$ cat config.mk
export PLATFORM = sky130hd
export DESIGN_NAME = cache_arbiter_flat
export DESIGN_NICKNAME = d
export VERILOG_FILES = /design/src/rtl/cache_arbiter_if.sv /design/src/rtl/cache_arbiter.sv /design/src/flat_wrapper.sv
export SDC_FILE = /design/constraint.sdc
export NUM_CORES = 2
export LEC_CHECK = 0
export ABC_CLOCK_PERIOD_IN_PS = 79700
export CORE_AREA = 2 2 541 543
export CTS_BUF_LIST = sky130_fd_sc_hd__clkbuf_2
export DETAILED_ROUTE_END_ITERATION = 10
export DIE_AREA = 0 0 543 545
export SYNTH_ARGS = -nofsm -noshare
export SYNTH_HDL_FRONTEND = slang
export SYNTH_SLANG_ARGS = --single-unit
$ cat constraint.sdc
create_clock -name clk -period 79.7 [get_ports clk]
set_clock_uncertainty 0.2 [all_clocks]
set_input_delay 7.97 -clock clk [delete_from_list [all_inputs] [get_ports clk]]
set_output_delay 7.97 -clock clk [all_outputs]
set_load 0.02 [all_outputs]
$ cat src/rtl/cache_arbiter_if.sv
`default_nettype none
// ============================================================================
// Module   : cache_arbiter_if
// Brief    : Bundles the I-cache, D-cache and physical-memory ports of the
//            cache arbiter; slave = arbiter view, master = environment view.
// Revision : 1.0 - initial release
// ============================================================================
interface cache_arbiter_if #(
    parameter int LINE_WIDTH = 256,
    parameter int ADDR_WIDTH = 32
);
    logic                  i_read;
    logic [ADDR_WIDTH-1:0] i_address;
    logic [LINE_WIDTH-1:0] i_rdata;
    logic                  i_resp;

    logic                  d_read;
    logic                  d_write;
    logic [ADDR_WIDTH-1:0] d_address;
    logic [LINE_WIDTH-1:0] d_wdata;
    logic [LINE_WIDTH-1:0] d_rdata;
    logic                  d_resp;

    logic                  pmem_read;
    logic                  pmem_write;
    logic [ADDR_WIDTH-1:0] pmem_address;
    logic [LINE_WIDTH-1:0] pmem_wdata;
    logic [LINE_WIDTH-1:0] pmem_rdata;
    logic                  pmem_resp;

    modport slave (
        input  i_read, i_address,
        output i_rdata, i_resp,
        input  d_read, d_write, d_address, d_wdata,
        output d_rdata, d_resp,
        output pmem_read, pmem_write, pmem_address, pmem_wdata,
        input  pmem_rdata, pmem_resp
    );

    modport master (
        output i_read, i_address,
        input  i_rdata, i_resp,
        output d_read, d_write, d_address, d_wdata,
        input  d_rdata, d_resp,
        input  pmem_read, pmem_write, pmem_address, pmem_wdata,
        output pmem_rdata, pmem_resp
    );
endinterface
`default_nettype wire

$ cat src/rtl/cache_arbiter.sv
`default_nettype none
// ============================================================================
// Module   : cache_arbiter
// Brief    : Round-robin arbiter sharing one physical-memory port between the
//            I-cache miss path and the D-cache miss/writeback path.
// Revision : 1.0 - initial release
// ============================================================================
module cache_arbiter #(
    parameter int LINE_WIDTH = 256,
    parameter int ADDR_WIDTH = 32
) (
    input  logic           clk,
    input  logic           rst,
    cache_arbiter_if.slave bus
);

    localparam logic [1:0] c_IDLE   = 2'd0;
    localparam logic [1:0] c_I_BUSY = 2'd1;
    localparam logic [1:0] c_D_BUSY = 2'd2;
    localparam logic [1:0] c_DONE   = 2'd3;

    localparam logic c_GRANT_I = 1'b0;
    localparam logic c_GRANT_D = 1'b1;

    logic [1:0]            r_state;
    logic                  r_last_grant;
    logic                  r_pmem_read;
    logic                  r_pmem_write;
    logic [ADDR_WIDTH-1:0] r_pmem_address;
    logic [LINE_WIDTH-1:0] r_pmem_wdata;
    logic [LINE_WIDTH-1:0] r_i_rdata;
    logic [LINE_WIDTH-1:0] r_d_rdata;
    logic                  r_i_resp;
    logic                  r_d_resp;

    logic w_i_pend;
    logic w_d_pend;
    logic w_grant_i;
    logic w_grant_d;

    assign w_i_pend  = bus.i_read;
    assign w_d_pend  = bus.d_read | bus.d_write;
    // On a tie the side that did not win last time goes first.
    assign w_grant_d = w_d_pend & (~w_i_pend | (r_last_grant == c_GRANT_I));
    assign w_grant_i = w_i_pend & ~w_grant_d;

    always_ff @(posedge clk or posedge rst) begin
        if (rst) begin
            r_state        <= c_IDLE;
            r_last_grant   <= c_GRANT_I;
            r_pmem_read    <= 1'b0;
            r_pmem_write   <= 1'b0;
            r_pmem_address <= '0;
            r_pmem_wdata   <= '0;
            r_i_rdata      <= '0;
            r_d_rdata      <= '0;
            r_i_resp       <= 1'b0;
            r_d_resp       <= 1'b0;
        end else begin
            r_i_resp <= 1'b0;
            r_d_resp <= 1'b0;
            case (r_state)
                c_IDLE: begin
                    if (w_grant_d) begin
                        r_state        <= c_D_BUSY;
                        r_last_grant   <= c_GRANT_D;
                        r_pmem_address <= bus.d_address;
                        // A simultaneous read+write is serviced as the writeback.
                        if (bus.d_write) begin
                            r_pmem_write <= 1'b1;
                            r_pmem_wdata <= bus.d_wdata;
                        end else begin
                            r_pmem_read  <= 1'b1;
                        end
                    end else if (w_grant_i) begin
                        r_state        <= c_I_BUSY;
                        r_last_grant   <= c_GRANT_I;
                        r_pmem_address <= bus.i_address;
                        r_pmem_read    <= 1'b1;
                    end
                end
                c_I_BUSY: begin
                    if (bus.pmem_resp) begin
                        r_state      <= c_DONE;
                        r_pmem_read  <= 1'b0;
                        r_pmem_write <= 1'b0;
                        r_i_rdata    <= bus.pmem_rdata;
                        r_i_resp     <= 1'b1;
                    end
                end
                c_D_BUSY: begin
                    if (bus.pmem_resp) begin
                        r_state      <= c_DONE;
                        r_pmem_read  <= 1'b0;
                        r_pmem_write <= 1'b0;
                        if (r_pmem_read) begin
                            r_d_rdata <= bus.pmem_rdata;
                        end
                        r_d_resp     <= 1'b1;
                    end
                end
                c_DONE: begin
                    r_state <= c_IDLE;
                end
                default: begin
                    r_state <= c_IDLE;
                end
            endcase
        end
    end

    assign bus.pmem_read    = r_pmem_read;
    assign bus.pmem_write   = r_pmem_write;
    assign bus.pmem_address = r_pmem_address;
    assign bus.pmem_wdata   = r_pmem_wdata;
    assign bus.i_rdata      = r_i_rdata;
    assign bus.i_resp       = r_i_resp;
    assign bus.d_rdata      = r_d_rdata;
    assign bus.d_resp       = r_d_resp;

endmodule
`default_nettype wire

$ cat src/flat_wrapper.sv
// flat-port wrapper written by rule: the top's interface ports become plain ports
module cache_arbiter_flat 
#(
    parameter int LINE_WIDTH = 256,
    parameter int ADDR_WIDTH = 32
)
  (clk, rst, bus_i_read, bus_i_address, bus_i_rdata, bus_i_resp, bus_d_read, bus_d_write, bus_d_address, bus_d_wdata, bus_d_rdata, bus_d_resp, bus_pmem_read, bus_pmem_write, bus_pmem_address, bus_pmem_wdata, bus_pmem_rdata, bus_pmem_resp);
  cache_arbiter_if #(.LINE_WIDTH(LINE_WIDTH), .ADDR_WIDTH(ADDR_WIDTH)) bus_i ();
  input  logic clk;
  input  logic rst;
  input wire logic [$bits(bus_i.i_read)-1:0] bus_i_read;
  input wire logic [$bits(bus_i.i_address)-1:0] bus_i_address;
  output wire logic [$bits(bus_i.i_rdata)-1:0] bus_i_rdata;
  output wire logic [$bits(bus_i.i_resp)-1:0] bus_i_resp;
  input wire logic [$bits(bus_i.d_read)-1:0] bus_d_read;
  input wire logic [$bits(bus_i.d_write)-1:0] bus_d_write;
  input wire logic [$bits(bus_i.d_address)-1:0] bus_d_address;
  input wire logic [$bits(bus_i.d_wdata)-1:0] bus_d_wdata;
  output wire logic [$bits(bus_i.d_rdata)-1:0] bus_d_rdata;
  output wire logic [$bits(bus_i.d_resp)-1:0] bus_d_resp;
  output wire logic [$bits(bus_i.pmem_read)-1:0] bus_pmem_read;
  output wire logic [$bits(bus_i.pmem_write)-1:0] bus_pmem_write;
  output wire logic [$bits(bus_i.pmem_address)-1:0] bus_pmem_address;
  output wire logic [$bits(bus_i.pmem_wdata)-1:0] bus_pmem_wdata;
  input wire logic [$bits(bus_i.pmem_rdata)-1:0] bus_pmem_rdata;
  input wire logic [$bits(bus_i.pmem_resp)-1:0] bus_pmem_resp;
  assign bus_i.i_read = bus_i_read;
  assign bus_i.i_address = bus_i_address;
  assign bus_i_rdata = bus_i.i_rdata;
  assign bus_i_resp = bus_i.i_resp;
  assign bus_i.d_read = bus_d_read;
  assign bus_i.d_write = bus_d_write;
  assign bus_i.d_address = bus_d_address;
  assign bus_i.d_wdata = bus_d_wdata;
  assign bus_d_rdata = bus_i.d_rdata;
  assign bus_d_resp = bus_i.d_resp;
  assign bus_pmem_read = bus_i.pmem_read;
  assign bus_pmem_write = bus_i.pmem_write;
  assign bus_pmem_address = bus_i.pmem_address;
  assign bus_pmem_wdata = bus_i.pmem_wdata;
  assign bus_i.pmem_rdata = bus_pmem_rdata;
  assign bus_i.pmem_resp = bus_pmem_resp;
  cache_arbiter #(.LINE_WIDTH(LINE_WIDTH), .ADDR_WIDTH(ADDR_WIDTH)) u_core (.clk(clk), .rst(rst), .bus(bus_i));
endmodule
Yosys cells after proc, flatten, opt, wreduce, memory -nomap -nowiden

Index checks and enable logic that the tools add are counted.

Eq/ne operators: 8
Multiplexer cells: 19
Bitwise logic cells: 7
Reductions and logical operators: 11

Operator list:

| operator           | number |
|---|---|
| $mux 32            | 2 |
| $mux 1             | 11 |
| $reduce_and 4->1   | 2 |
| $mux 2             | 3 |
| $pmux 2 s3         | 1 |
| $reduce_and 2->1   | 3 |
| $reduce_and 3->1   | 2 |
| $eq 2x2->1 const B | 2 |
| $ne 2x1->1 const B | 2 |
| $pmux 1 s2         | 2 |
| $reduce_bool 2->1  | 2 |
| $ne 3x1->1 const B | 1 |
| $ne 3x3->1 const B | 1 |
| $not 1->1          | 3 |
| $and 1x1->1        | 2 |
| $eq 2x1->1 const B | 1 |
| $logic_not 2->1    | 1 |
| $ne 2x2->1 const B | 1 |
| $or 1x1->1         | 2 |
| $reduce_or 2->1    | 1 |

Flip-flop bits (word level): 807
Input bits: 582
Output and inout port bits: 804
Word-level logic and storage cells: 55

Depth between registers and ports, before layout

Word-level depth: 8
Depth in mapped cells: 8
Gate-level depth less buffers: 6

Worst setup path before layout

OpenSTA, ideal clock, no wires.

Path type: input to register
From: input port bus_i_read
To: register u_core.r_pmem_wdata[100], in the netlist u_core.bus.pmem_wdata[100]
Setup time: 125 ps
Arrival: 8,934 ps
Required time: 79,375 ps
Slack: 70,441 ps
Stages on the path: 6
Buffers on the path: 3
Cells stage by stage: nand2_1 > and3_1 > buf_6 > buf_12 > buf_12 > mux2_4

Cells in the longest elaborated chain, start to end: 4

Ends and longest elaborated chain:

| item                       | RTL line            | text |
|---|---|---|
| start: declaration         | flat_wrapper.sv:11  | `input wire logic [$bits(bus_i.i_read)-1:0] bus_i_read;` |
| $not 1->1                  | cache_arbiter.sv:44 | `assign w_grant_d = w_d_pend & (~w_i_pend \| (r_last_grant == c_GRANT_I));` |
| $or 1x1->1                 | cache_arbiter.sv:44 |  |
| $and 1x1->1                | cache_arbiter.sv:44 |  |
| $reduce_and 3->1 (no line) | n/a                 |  |
| end signal: assignment     | cache_arbiter.sv:71 | `r_pmem_wdata <= bus.d_wdata;` |
| end: declaration           | cache_arbiter.sv:30 | `logic [LINE_WIDTH-1:0] r_pmem_wdata;` |

No other way between the ends.
A chain may end at the register's enable or synchronous reset.

Worst setup path in the final report

From: input port bus_pmem_resp
To: register u_core.r_d_rdata[124], in the netlist u_core.bus.d_rdata[124]

Cells in the longest elaborated chain, start to end: 1

Ends and longest elaborated chain:

| item                       | RTL line            | text |
|---|---|---|
| start: declaration         | flat_wrapper.sv:26  | `input wire logic [$bits(bus_i.pmem_resp)-1:0] bus_pmem_resp;` |
| $reduce_and 3->1 (no line) | n/a                 |  |
| end signal: assignment     | cache_arbiter.sv:97 | `r_d_rdata <= bus.pmem_rdata;` |
| end: declaration           | cache_arbiter.sv:32 | `logic [LINE_WIDTH-1:0] r_d_rdata;` |

No other way between the ends.

==> run_results.csv <==
group,metric,value,unit
status,outcome,"finished clean",
finish,fin_area,51700,µm²
logic_synthesis,ys_warn_count,0,
floorplanning,start_util,10.9,%
finish,ff_latch_area,20200,µm²
logic_synthesis,synth-seq-area-share,64.1,%
global_routing,met3_usage,10.1,%
logic_synthesis,synth_nets,2386,
sta,rsz0062_at_grt,"false",
pwr,intPower,1.33,mW
clock_network,cts_sinks,807,
placement,numPortBuffers,1385,
global_routing,met2_usage,20.7,%
floorplanning,core_area,290000,µm²
clock_network,root_buffer,"clkbuf_2",
clock_network,htreeDepth,4,
critical_path,worstSetupPathType,"input port to flip-flop",
clock_network,clk_latency,1.48,ns
sta,clock.fmax,87.1,MHz
clock_network,clk_transition_reported_paths,0.09,ns
global_routing,grt_pass1_vias,24700,
global_routing,grt-busiest-layer,"met2",
finish,area_delta_synth_final,64.3,%
clock_network,hold_buffers,0,
critical_path,rr_worst_depth,8,
detailed_routing,firstDrtPassIters,4,
finish,fin_util,17.8,%
clock_network,tritoncts,"built",
pwr,power.density,43.8,nW/µm²
worst_hold_path,min-delay-start,"u_core.bus.pmem_address[5]",
sta,fin_setup_tns,0,ns
worst_hold_path,holdPathEnd,"u_core.bus.pmem_address[5]",
global_routing,grtUsageTotal,13.1,%
critical_path,r2r_start,"u_core.r_state[1]",
critical_path,end_kind,"flip-flop",
critical_path,rrSetupSlack,74.57,ns
detailed_routing,avgViaCountPerCell,3.10,
sta,final-hold-violation-count,0,
sta,setup_violations,0,
global_routing,use_met1,13.3,%
sta,slew_violations,0,
clock_network,cts_setup_buffers,0,
detailed_routing,drt-wirelength-per-cell,26.9,µm
floorplanning,io_pins,1386,
logic_synthesis,synthCells,1800,
flow_run,maxCapViolCount,0,
sta,worst_slew_pin_slew,1.10,ns
logic_synthesis,async_flop_share,100,%
logic_synthesis,ys_ff_latch,807,
critical_path,cp-start-kind,"input port",
pwr,seqPwrFrac,32.8,%
sta,period_minus_slack,11.48,ns
floorplanning,dieWidth,543,µm
critical_path,worst_ep_required_time,80.88,ns
pwr,power_switching,939,µW
finish,fillCellCount,31600,
global_routing,grt_pass1_wl,254000,µm
clock_network,cts_buffer_depth,4,
finish,fin_nets,3938,
worst_hold_path,hold_depth,2,
detailed_routing,drcViolationCount,0,
logic_synthesis,netlist-cell-type-count,25,
global_routing,grt_start_max_net_pins,153,
placement,place_hpwl,169000,µm
pwr,ir_drop,0.0000235,V
clock_network,cts_resized,0,
floorplanning,die_area,296000,µm²
critical_path,cp_max_fo,62,
logic_synthesis,ys.flop_type,"dfrtp_1",
floorplanning,die-height,545,µm
placement,gp_congestion,0.944,
critical_path,arrival,12.66,ns
floorplanning,rows,198,
detailed_routing,drt_iter0_drc,1010,
logic_synthesis,synth_edf_count,0,
finish,multi_input_area,10300,µm²
critical_path,r2r_end,"u_core.bus.pmem_wdata[199]",
pwr,p_clk_share,14.5,%
sta,relSlewSlack,26.5,%
placement,place_area,49500,µm²
worst_hold_path,min_path_type,"flip-flop to flip-flop",
global_routing,grt-ovfl-total,0,
finish,layout-drive-gt1-share,33.3,%
logic_synthesis,synth_area_per_cell,17.5,µm²
detailed_routing,vias,23200,
logic_synthesis,syn_area,31500,µm²
pwr,swShare,41.5,%
global_routing,antenna_found_initial,185,
sta,post-route-period-util,14.4,%
pwr,p_leak,21.1,nW
detailed_routing,drtAntennaViolNets,0,
pwr,power.combinational.fraction,52.7,%
detailed_routing,wirelength,202000,µm
clock_network,cts_made_buffers,236,
stage by stage:
| step | instances | power (mW) | hold slack (ns) | worst slack, ns |
|---|---|---|---|---|
| floorplan | 1800 | 1.29 | 0.280 | 48.87 |
| finish | 7484 | 2.27 | 0.287 | 68.22 |
| global route | 7448 | 2.39 | 0.322 | 68.18 |
| detailed placement | 7014 | 1.97 | 0.277 | 66.55 |
| CTS | 7437 | 2.32 | 0.300 | 67.88 |
| global placement | 7014 | 1.95 | 0.262 | 66.67 |
placed cells by master, fill, tap and decap left out, drive strengths merged, types with 2 or more instances in the layout:
| cell | n |
|---|---|
| clkbuf | 352 |
| clkdlybuf4s50 | 1385 |
| mux2 | 770 |
| buf | 25 |
| dfrtp | 807 |
| diode | 47 |
| nor2 | 2 |
| ha | 4 |
| nand2 | 37 |
| clkinv | 66 |
| inv | 8 |
| a21oi | 3 |
| mux2i | 34 |
| o21ai | 33 |
layout make-up:
class / instances / area share [%]
antenna: 47 / 0.227
clock inverter: 71 / 0.728
clock buffer: 352 / 3.41
tap: 3900 / 9.43
timing repair buffer: 1410 / 27.2
inverter: 5 / 0.0653
sequential: 807 / 39.0
multi-input combinational: 892 / 19.9
routing by layer:
metal  share of wire, %  up-vias  wire, µm
li1                   -     9699         -
met3                 17      538     33500
met5               0.59        -      1180
met1                 35    11400     70700
met2                 45     1354     89800
met4                3.2      180      6480
Yosys cell counts (2+ instances only):
cell / instances / area, µm²
a21oi_1: 3 / 15.0
buf_12: 22 / 440
buf_2: 38 / 190
buf_4: 4 / 30.0
buf_6: 30 / 338
clkbuf_1: 2 / 7.51
dfrtp_1: 807 / 20200
ha_1: 4 / 50.1
inv_1: 5 / 18.8
mux2_2: 552 / 6220
mux2_4: 218 / 3270
mux2i_1: 34 / 340
nand2_1: 36 / 135
nor2_1: 2 / 7.51
o21ai_0: 33 / 165
power groups by stage:
| stage | Combinational, mW | Clock (mW) | Sequential (mW) |
|---|---|---|---|
| 2_1_floorplan | 0.314 | 0 | 0.977 |
| 3_3_place_gp | 1.21 | 0 | 0.744 |
| 3_5_place_dp | 1.22 | 0 | 0.748 |
| 4_1_cts | 1.22 | 0.353 | 0.743 |
| 5_1_grt | 1.25 | 0.372 | 0.768 |
| 6_report | 1.19 | 0.328 | 0.743 |
worst max path at each step:
stage	cells after the start	slack, ns	end	startpoint
2_1_floorplan	1	48.87	u_core.bus.d_rdata[0]	rst
3_3_place_gp	9	66.67	u_core.bus.d_rdata[128]	bus_pmem_resp
3_5_place_dp	9	66.55	u_core.bus.d_rdata[113]	bus_pmem_resp
4_1_cts	1	67.88	bus_i_rdata[5]	u_core.bus.i_rdata[5]
5_1_grt	1	68.18	bus_d_rdata[78]	u_core.bus.d_rdata[78]
6_report	9	68.22	u_core.bus.d_rdata[124]	bus_pmem_resp
cells by family after synthesis:
kind of cell	after synthesis	share of synthesized area, %
buf+inv	101	3.25
simple gates	45	0.584
flops	807	64.1
mux	804	31.2
compound gates	39	0.652
fa+ha+maj	4	0.159
worst max-delay path: stages:
cell             delay, ns
clkdlybuf4s50_1       0.51
and2_1                0.28
nand2_8               0.40
buf_4                 0.55
buf_4                 0.34
buf_4                 0.44
buf_4                 0.72
buf_4                 0.73
mux2_2                0.42
state kept, by name, summed over array words and instances, names as in the netlist:
| signal | cells |
|---|---|
| u_core.bus.d_rdata | 256 |
| u_core.bus.pmem_wdata | 256 |
| u_core.bus.pmem_read | 1 |
| u_core.bus.i_resp | 1 |
| u_core.bus.pmem_write | 1 |
| u_core.r_state | 2 |
| u_core.r_last_grant | 1 |
| u_core.bus.pmem_address | 32 |
| u_core.bus.i_rdata | 256 |
| u_core.bus.d_resp | 1 |
Note: power is estimated with default switching activity, not from simulation.
